**src/rtl/multicycle_control_unit.sv**
```systemverilog
// Multicycle MIPS-style control unit: sequences FETCH/DECODE/EXEC/MEM/WB and owns the PC and IR.
// Latency: 3 cycles for branch/J, 4 for R/I-type and SW, 5 for LW; +1 per wait cycle on either handshake.
// Backpressure: instr_req_o / mem_req_o are held until their ready arrives; a ready with no request is ignored.
//
// Ports:
//   clk_i, rst_n_i                 clock, async active-low reset
//   instr_req_o/instr_ready_i/instr_i   fetch handshake (address = pc_o)
//   alu_zero_i                     ALU result == 0, used for BEQ/BNE
//   mem_req_o/mem_we_o/mem_ready_i data memory handshake (mem_we_o: 1 = store)
//   pc_o, ir_o, imm_ext_o          PC, instruction register, extended immediate
//   alu_src_o, reg_dest_o, mem_to_reg_o  decoded datapath controls (held DECODE..next DECODE)
//   reg_write_o, illegal_o         one-cycle strobes
//   state_o                        FSM state (FETCH=0 DECODE=1 EXEC=2 MEM=3 WB=4)
module multicycle_control_unit #(
    parameter int              DATA_W   = 32,
    parameter int              PC_W     = 32,
    parameter logic [PC_W-1:0] RESET_PC = '0
) (
    input  logic              clk_i,
    input  logic              rst_n_i,
    output logic              instr_req_o,
    input  logic              instr_ready_i,
    input  logic [31:0]       instr_i,
    input  logic              alu_zero_i,
    output logic              mem_req_o,
    output logic              mem_we_o,
    input  logic              mem_ready_i,
    output logic [PC_W-1:0]   pc_o,
    output logic [31:0]       ir_o,
    output logic [DATA_W-1:0] imm_ext_o,
    output logic              alu_src_o,
    output logic              reg_dest_o,
    output logic              mem_to_reg_o,
    output logic              reg_write_o,
    output logic              illegal_o,
    output logic [2:0]        state_o
);

    typedef enum logic [2:0] {
        S_FETCH  = 3'd0,
        S_DECODE = 3'd1,
        S_EXEC   = 3'd2,
        S_MEM    = 3'd3,
        S_WB     = 3'd4
    } state_t;

    localparam logic [5:0] OP_RTYPE = 6'h00;
    localparam logic [5:0] OP_J     = 6'h02;
    localparam logic [5:0] OP_BEQ   = 6'h04;
    localparam logic [5:0] OP_BNE   = 6'h05;
    localparam logic [5:0] OP_ADDI  = 6'h08;
    localparam logic [5:0] OP_SLTI  = 6'h0A;
    localparam logic [5:0] OP_ANDI  = 6'h0C;
    localparam logic [5:0] OP_ORI   = 6'h0D;
    localparam logic [5:0] OP_LW    = 6'h23;
    localparam logic [5:0] OP_SW    = 6'h2B;

    state_t          state_q, state_d;
    logic            running_q;
    logic [PC_W-1:0] pc_q, pc_d;
    logic [31:0]     ir_q;
    logic            alu_src_q, reg_dest_q, mem_to_reg_q;
    logic            pc_load, ir_load, ctl_load;

    logic [5:0]      opcode;
    logic            dec_legal, dec_alu_src, dec_reg_dest, dec_mem_to_reg;
    logic            zext;
    logic [PC_W-1:0] br_off;
    logic [PC_W-1:0] jmp_tgt;

    assign opcode = ir_q[31:26];
    assign zext   = (opcode == OP_ANDI) || (opcode == OP_ORI);

    assign imm_ext_o = zext ? DATA_W'(ir_q[15:0]) : DATA_W'($signed(ir_q[15:0]));

    // Offset is sign-extended to full PC width first, then scaled to bytes.
    assign br_off = PC_W'($signed(ir_q[15:0])) << 2;

    // Jump keeps the top PC bits of PC+4 (pc_q already holds PC+4 in EXEC).
    if (PC_W > 28) begin : g_jmp_hi
        assign jmp_tgt = {pc_q[PC_W-1:28], ir_q[25:0], 2'b00};
    end else begin : g_jmp_full
        assign jmp_tgt = {ir_q[25:0], 2'b00};
    end

    always_comb begin
        dec_legal      = 1'b1;
        dec_alu_src    = 1'b0;
        dec_reg_dest   = 1'b0;
        dec_mem_to_reg = 1'b0;
        case (opcode)
            OP_RTYPE:                              dec_reg_dest = 1'b1;
            OP_ADDI, OP_SLTI, OP_ANDI, OP_ORI, OP_SW: dec_alu_src = 1'b1;
            OP_LW: begin
                dec_alu_src    = 1'b1;
                dec_mem_to_reg = 1'b1;
            end
            OP_BEQ, OP_BNE, OP_J: begin
                dec_legal = 1'b1;
            end
            default:                               dec_legal = 1'b0;
        endcase
    end

    // running_q keeps the fetch request low while reset is asserted and
    // releases it on the first clock after reset goes away.
    always_ff @(posedge clk_i or negedge rst_n_i) begin
        if (!rst_n_i) begin
            state_q   <= S_FETCH;
            running_q <= 1'b0;
        end else begin
            state_q   <= state_d;
            running_q <= 1'b1;
        end
    end

    always_comb begin
        state_d     = state_q;
        pc_d        = pc_q;
        pc_load     = 1'b0;
        ir_load     = 1'b0;
        ctl_load    = 1'b0;
        instr_req_o = 1'b0;
        mem_req_o   = 1'b0;
        mem_we_o    = 1'b0;
        reg_write_o = 1'b0;
        illegal_o   = 1'b0;
        case (state_q)
            S_FETCH: begin
                if (running_q) begin
                    instr_req_o = 1'b1;
                    if (instr_ready_i) begin
                        ir_load = 1'b1;
                        pc_load = 1'b1;
                        pc_d    = pc_q + PC_W'(4);
                        state_d = S_DECODE;
                    end
                end
            end
            S_DECODE: begin
                // Illegal opcodes load all-zero controls and retire as a NOP.
                ctl_load = 1'b1;
                if (dec_legal) begin
                    state_d = S_EXEC;
                end else begin
                    illegal_o = 1'b1;
                    state_d   = S_FETCH;
                end
            end
            S_EXEC: begin
                case (opcode)
                    OP_BEQ, OP_BNE: begin
                        if ((opcode == OP_BEQ) == alu_zero_i) begin
                            pc_load = 1'b1;
                            pc_d    = pc_q + br_off;
                        end
                        state_d = S_FETCH;
                    end
                    OP_J: begin
                        pc_load = 1'b1;
                        pc_d    = jmp_tgt;
                        state_d = S_FETCH;
                    end
                    OP_LW, OP_SW: state_d = S_MEM;
                    default:      state_d = S_WB;
                endcase
            end
            S_MEM: begin
                mem_req_o = 1'b1;
                mem_we_o  = (opcode == OP_SW);
                if (mem_ready_i) begin
                    state_d = (opcode == OP_SW) ? S_FETCH : S_WB;
                end
            end
            S_WB: begin
                reg_write_o = 1'b1;
                state_d     = S_FETCH;
            end
            default: state_d = S_FETCH;
        endcase
    end

    always_ff @(posedge clk_i or negedge rst_n_i) begin
        if (!rst_n_i) begin
            pc_q         <= RESET_PC;
            ir_q         <= '0;
            alu_src_q    <= 1'b0;
            reg_dest_q   <= 1'b0;
            mem_to_reg_q <= 1'b0;
        end else begin
            if (pc_load) pc_q <= pc_d;
            if (ir_load) ir_q <= instr_i;
            if (ctl_load) begin
                alu_src_q    <= dec_alu_src;
                reg_dest_q   <= dec_reg_dest;
                mem_to_reg_q <= dec_mem_to_reg;
            end
        end
    end

    assign pc_o         = pc_q;
    assign ir_o         = ir_q;
    assign alu_src_o    = alu_src_q;
    assign reg_dest_o   = reg_dest_q;
    assign mem_to_reg_o = mem_to_reg_q;
    assign state_o      = state_q;

endmodule
```
**config.mk**
```make
export PLATFORM = sky130hd
export DESIGN_NAME = multicycle_control_unit
export DESIGN_NICKNAME = d
export VERILOG_FILES = /design/src/rtl/multicycle_control_unit.sv
export SDC_FILE = /design/constraint.sdc
export NUM_CORES = 1
export LEC_CHECK = 0
export BUFFER_PORTS_ARGS = -buffer_cell sky130_fd_sc_hd__buf_2
export CAP_MARGIN = 15
export CORE_UTILIZATION = 50
export DETAILED_ROUTE_END_ITERATION = 6
export PLACE_DENSITY = 0.74
export SYNTH_ARGS = -nofsm -noshare
export SYNTH_HDL_FRONTEND = slang
export SYNTH_SLANG_ARGS = --single-unit
```
**constraint.sdc**
```tcl
create_clock -name clk_i -period 3.4 [get_ports clk_i]
set_input_delay 0.51 -clock clk_i [delete_from_list [all_inputs] [get_ports clk_i]]
set_output_delay 0.51 -clock clk_i [all_outputs]
set_load 0.01 [all_outputs]
```
==> results of run 1 <==
stage by stage:
step	worst slack [ps]	hold WS, ps	power, mW	cell area [sq um]
floorplan	475	214	5.32	5530
global placement	342	482	6.46	6170
detailed placement	155	472	6.54	6170
CTS	143	322	7.35	6390
global route	10.8	338	8.06	6390
finish	204	321	7.41	6390
where the power goes:
group,internal [mW],leakage (nW),switching (mW)
clock,0.417,0.106,0.361
combinational,2.00,2.17,2.83
sequential,1.19,0.829,0.614
total,3.61,3.11,3.81
what timing repair did:
item                                    4_1_cts  5_1_grt
gates resized for setup                       0        2
hold buffers                                  0        0
endpoints found under the setup margin        0        2
layer usage:
metal	GRT usage (%)	vias to the layer above	part of all wire (%)
met5	0	-	0
met4	9.00	0	1.8
met3	4.80	23	8.7
met2	43.7	270	45
met1	40.0	2638	44
li1	-	2722	-
sequential cells by signal, indices dropped and copies added, names as in the netlist:
register      count
ir_o             32
pc_o             30
state_o           3
alu_src_o         1
mem_to_reg_o      1
reg_dest_o        1
running_q         1
layout make-up:
type | instances | area share, %
inverters | 15 | 0.881
flip-flops and latches | 69 | 27.0
well taps | 140 | 2.74
clock inverters | 7 | 1.53
clock buffers | 9 | 1.94
repair buffers | 157 | 12.9
multi-input cells | 561 | 53.0
placed cells by master, fill, tap and decap left out, types with 5 or more instances in the layout:
cell type / instances
a21oi_1: 70
clkbuf_8: 9
a31oi_1: 7
nand2_1: 151
a21o_1: 9
inv_1: 15
o22ai_1: 9
xnor2_1: 15
nor2_1: 42
o211ai_1: 8
or3_1: 7
nor2b_1: 5
a211oi_1: 12
and3_1: 10
xor2_1: 8
o21ai_0: 43
buf_2: 141
nand3_1: 25
buf_4: 16
nor3_1: 11
nand4_1: 8
ha_1: 30
dfrtp_1: 69
path summary, 6_finish.rpt:
| check | endpoint | slack [ps] | cells past startpoint |
|---|---|---|---|
| min in group clk_i | ir_o[2]$_DFFE_PN0P_ | 340 | 3 |
| worst max register to register | pc_o[22]$_DFFE_PN0P_ | 200 | 10 |
| worst max-delay path | pc_o[22]$_DFFE_PN0P_ | 200 | 10 |
| max in group asynchronous | state_o[2]$_DFFE_PN0P_ | 2450 | 2 |
| worst min register to register | mem_to_reg_o$_DFFE_PN0N_ | 510 | 2 |
| worst min-delay path | pc_o[26]$_DFFE_PN0P_ | 320 | 2 |
critical path, stage by stage, from the launching register on:
cell	delay, ps
dfrtp_1	450
ha_1	270
fa_1	420
a21oi_1	220
o211ai_1	140
a211oi_1	360
nor2_1	120
a21boi_2	270
o21ai_0	200
a2111oi_0	490
o21ai_0	130
kinds of logic after synthesis:
group,Yosys count,share of synthesized area (%)
xor+xnor,23,3.64
other cells,2,0.136
buf+inv,76,7.78
fa+ha+maj,31,7.15
mux,7,1.36
flops,69,31.2
simple gates,297,26.0
compound gates,200,22.8
==> impl_metrics.csv, run 1 <==
group,metric,value,unit
routing,via_count,5653,
logic_synthesis,ys_top_cells_by_count,"nand2_1 (151), a21oi_1 (70), dfrtp_1 (69)",
finish,antenna_cells,0,
placed_design,dp_hpwl,11400,um
logic_synthesis,synth_area,5530,sq um
clock_network,cts_made_buffers,9,
logic_synthesis,ys_types,74,
setup_path,crit_start,"pc_o[2]$_DFFE_PN0P_",
setup_path,cp-end-kind,"flip-flop",
clock_network,cts_root_buf,"clkbuf_8",
finish,seq_area,1730,sq um
routing,drc,0,
logic_synthesis,avgSynthCellArea,7.84,sq um
logic_synthesis,ys_ff_latch,69,
power,ir_drop,0.464,mV
die,die_h,107,um
die,coreArea,10800,sq um
status,status,"complete, no violations",
sta,finalMaxSlewViolations,0,
die,num_io_pins,144,
grt,grt_max_degree,70,
finish,fin_util,59.2,%
clock_network,clkSinkCount,69,
finish,fillers,971,
worst_hold_path,worstHoldPathType,"primary input to async pin",
finish,multi_input_area,3390,sq um
sta,setup_violations,0,
die,die-area,11500,sq um
finish,drive_above_1_share,24.4,%
logic_synthesis,synthMostInstantiatedCell,"nand2_1",
placed_design,io_buffers,141,
logic_synthesis,yosysWarningCount,0,
grt,grt_antenna_before_repair,0,
grt,grt_pass1_wl,25300,um
finish,fin_cells,958,
setup_path,cp-start-kind,"flip-flop",
sta,fin_worst_skew,5.52,ps
routing,firstDrtPassIters,5,
die,die_w,107,um
finish,syn_to_final_growth,15.6,%
clock_network,cts_buffer_depth,2,
sta,fin_crit_sh,94.0,%
flow_run,drv_cap,0,
routing,drtIter0Drc,472,
logic_synthesis,syn_inst,705,
setup_path,r2r-start,"pc_o[2]$_DFFE_PN0P_",
grt,grt_pass1_vias,5085,
die,rows,38,
setup_path,setup.worst_path.class,"flip-flop to flip-flop",
clock_network,clock_latency,360,ps
routing,ant_nets,0,
sta,slew_headroom,31.4,%
clock_network,htree_levels,3,
sta,fmax,313,MHz
grt,grt-ovfl-total,0,
logic_synthesis,synth.area.top_cells,"dfrtp_1 (31%), nand2_1 (10%), ha_1 (6.8%)",
logic_synthesis,async_flop_share,100,%
die,start_util,51.2,%
clock_network,path_clk_slew,90,ps
logic_synthesis,synth_edf_count,0,
logic_synthesis,ys_seq_area_share,31.2,%
power,power.density,1160,nW/um^2
sta,fin_crit,3200,ps
setup_path,path_max_fanout,7,
setup_path,crit_required,3630,ps
routing,wl_per_cell,16.7,um
sta,rsz0062_at_grt,"false",
logic_synthesis,synth_top_area_cell,"dfrtp_1",
sta,tns,0,ps
sta,worst_slew_pin_slew,1030,ps
placed_design,place_congestion,0.939,
clock_network,cts_tree,"done",
clock_network,post-cts-setup-buffers,0,
logic_synthesis,yosys.area.top_type_share,31.2,%
logic_synthesis,synth-main-ff-cell,"dfrtp_1",
finish,fin_nets,881,
grt,grt_usage,28.2,%
power,p_leak,3.11,nW
sta,hold_viol,0,
placed_design,post-place-cells,942,
routing,finalWirelength,16000,um
setup_path,cp.arrival,3430,ps
routing,avgViaCountPerCell,5.90,
Power figures use the tool's default switching activity.
==> run 2: changes to the inputs <==
==> constraint.sdc (replaced) <==
create_clock -name clk_i -period 3.4 [get_ports clk_i]
set_input_delay 0.51 -clock clk_i [delete_from_list [all_inputs] [get_ports clk_i]]
set_output_delay 0.51 -clock clk_i [all_outputs]
set_load 0.05 [all_outputs]
==> run 2 against run 1 <==
Compared with the run above:
- global-route usage is 0.53 points higher
- first-iteration DRC count is 19% lower
- sequential share of layout area rose by 0.069 points
==> impl_metrics.csv, run 2 (synthesis gave the netlist of run 1 again) <==
group,metric,value,unit
sta,hold_viol,0,
sta,fin_worst_skew,14.2,ps
setup_path,crit_required,3670,ps
die,die_w,107,um
finish,fillers,985,
die,num_io_pins,144,
routing,avgViaCountPerCell,5.88,
grt,groute.layer.met3.usage,5.41,%
setup_path,cp-end-kind,"flip-flop",
clock_network,clock_latency,380,ps
finish,mostFrequentLayoutCells,"nand2_1 (151), buf_2 (141), a21oi_1 (70), dfrtp_1 (69), o21ai_0 (43)",
setup_path,r2r-start,"ir_o[15]$_DFFE_PN0P_",
grt,grt.busiest_layer,"met2",
finish,fin_nets,880,
die,rows,38,
setup_path,timing.critical_path.buf_inv,0,
setup_path,crit_family,"simple AND/OR/NAND/NOR gates",
clock_network,cts_buffer_depth,2,
clock_network,htree_levels,3,
grt,use_met2,44.5,%
setup_path,setup.worst_path.class,"flip-flop to flip-flop",
routing,finalWirelength,16100,um
routing,wl_per_cell,16.8,um
setup_path,r2r_end,"pc_o[31]$_DFFE_PN0P_",
clock_network,post-cts-setup-buffers,0,
flow_run,drv_cap,0,
sta,fmax,318,MHz
die,start_util,51.2,%
grt,grt_max_degree,70,
clock_network,path_clk_slew,90,ps
grt,grt_pass1_vias,5109,
die,coreArea,10800,sq um
routing,ant_nets,0,
sta,fin_crit,3150,ps
sta,finalMaxSlewViolations,0,
placed_design,io_buffers,141,
clock_network,clkSinkCount,69,
worst_hold_path,worstHoldPathType,"primary input to async pin",
clock_network,cts_root_buf,"clkbuf_8",
placed_design,place_congestion,0.927,
setup_path,cp-start-kind,"flip-flop",
clock_network,hold_buffers,0,
finish,drive_above_1_share,24.6,%
finish,antenna_cells,0,
sta,rsz0062_at_grt,"false",
setup_path,cp_slowest_cell,"dfrtp_1",
clock_network,cts_tree,"done",
finish,syn_to_final_growth,15.3,%
die,die-area,11500,sq um
status,status,"complete, no violations",
grt,use_met1,40.7,%
routing,drtIter0Drc,383,
grt,grt-ovfl-total,0,
finish,largest_reg_flops,32,
grt,grt_usage,28.8,%
grt,grt_pass1_wl,25800,um
finish,final_common_cell,"nand2_1",
setup_path,reg2regPathDepth,9,
sta,setup_violations,0,
routing,via_count,5626,
routing,firstDrtPassIters,5,
die,die_h,107,um
sta,fin_crit_sh,92.5,%
clock_network,cts_made_buffers,9,
placed_design,dp_hpwl,11700,um
setup_path,r2r_slack,250,ps
setup_path,path_cells,"ha_1 -> and3_1 -> nand3_1 -> or2_2 -> a211oi_1 -> nor3_2 -> nor3b_1 -> mux2_2 -> a311o_1",
sta,tns,0,ps
setup_path,cp.arrival,3420,ps
setup_path,path_max_fanout,8,
sta,worst_slew_pin_slew,1010,ps
sta,slew_headroom,32.9,%
routing,drc,0,
grt,grt_antenna_before_repair,0,
setup_path,critPathMaxStageDelay,530,ps
-- run 2: area by class of cell --
| cell class | count | area (sq um) | area share, % |
|---|---|---|---|
| clock buffers | 9 | 124 | 1.94 |
| well taps | 140 | 175 | 2.75 |
| multi-input cells | 561 | 3400 | 53.3 |
| inverters | 15 | 56.3 | 0.883 |
| repair buffers | 156 | 818 | 12.8 |
| clock inverters | 7 | 78.8 | 1.24 |
| flip-flops and latches | 69 | 1730 | 27.1 |
-- run 2: how the worst max path moves through the flow --
| stage | start | end | slack (ps) | depth (start not counted) |
|---|---|---|---|---|
| 2_1_floorplan | state_o[1]$_DFFE_PN0P_ | pc_o[24]$_DFFE_PN0P_ | 130 | 7 |
| 6_report | ir_o[15]$_DFFE_PN0P_ | pc_o[31]$_DFFE_PN0P_ | 250 | 9 |
| 3_3_place_gp | pc_o[2]$_DFFE_PN0P_ | pc_o[22]$_DFFE_PN0P_ | 250 | 10 |
| 5_1_grt | pc_o[2]$_DFFE_PN0P_ | pc_o[22]$_DFFE_PN0P_ | 20 | 10 |
| 3_5_place_dp | pc_o[2]$_DFFE_PN0P_ | pc_o[24]$_DFFE_PN0P_ | 190 | 10 |
| 4_1_cts | pc_o[2]$_DFFE_PN0P_ | pc_o[22]$_DFFE_PN0P_ | 180 | 10 |
-- run 2: per-stage QoR --
stage | instances | hold slack (ps) | utilization, % | worst slack, ps | area [sq um]
2_1_floorplan | 706 | 214 | - | 133 | 5540
3_3_place_gp | 941 | 469 | 57.1 | 252 | 6170
3_5_place_dp | 941 | 483 | 57.1 | 191 | 6170
4_1_cts | 957 | 313 | 59.0 | 182 | 6370
5_1_grt | 957 | 320 | 59.1 | 21.0 | 6380
6_report | 957 | 296 | 59.1 | 254 | 6380
-- run 2: what timing repair did --
item,4_1_cts,5_1_grt
setup endpoints to repair,0,2
endpoints found under the hold margin,0,0
resized for setup,0,2
-- run 2: routing by layer --
layer | share of wire, % | routed length (um)
met4 | 1.7 | 278
met5 | 0 | 0
met1 | 46 | 7470
met3 | 6.5 | 1050
met2 | 45 | 7290
Power of run 2 is not shown: default switching activity piles up to over one toggle a cycle in this logic, so the estimate is an artifact.
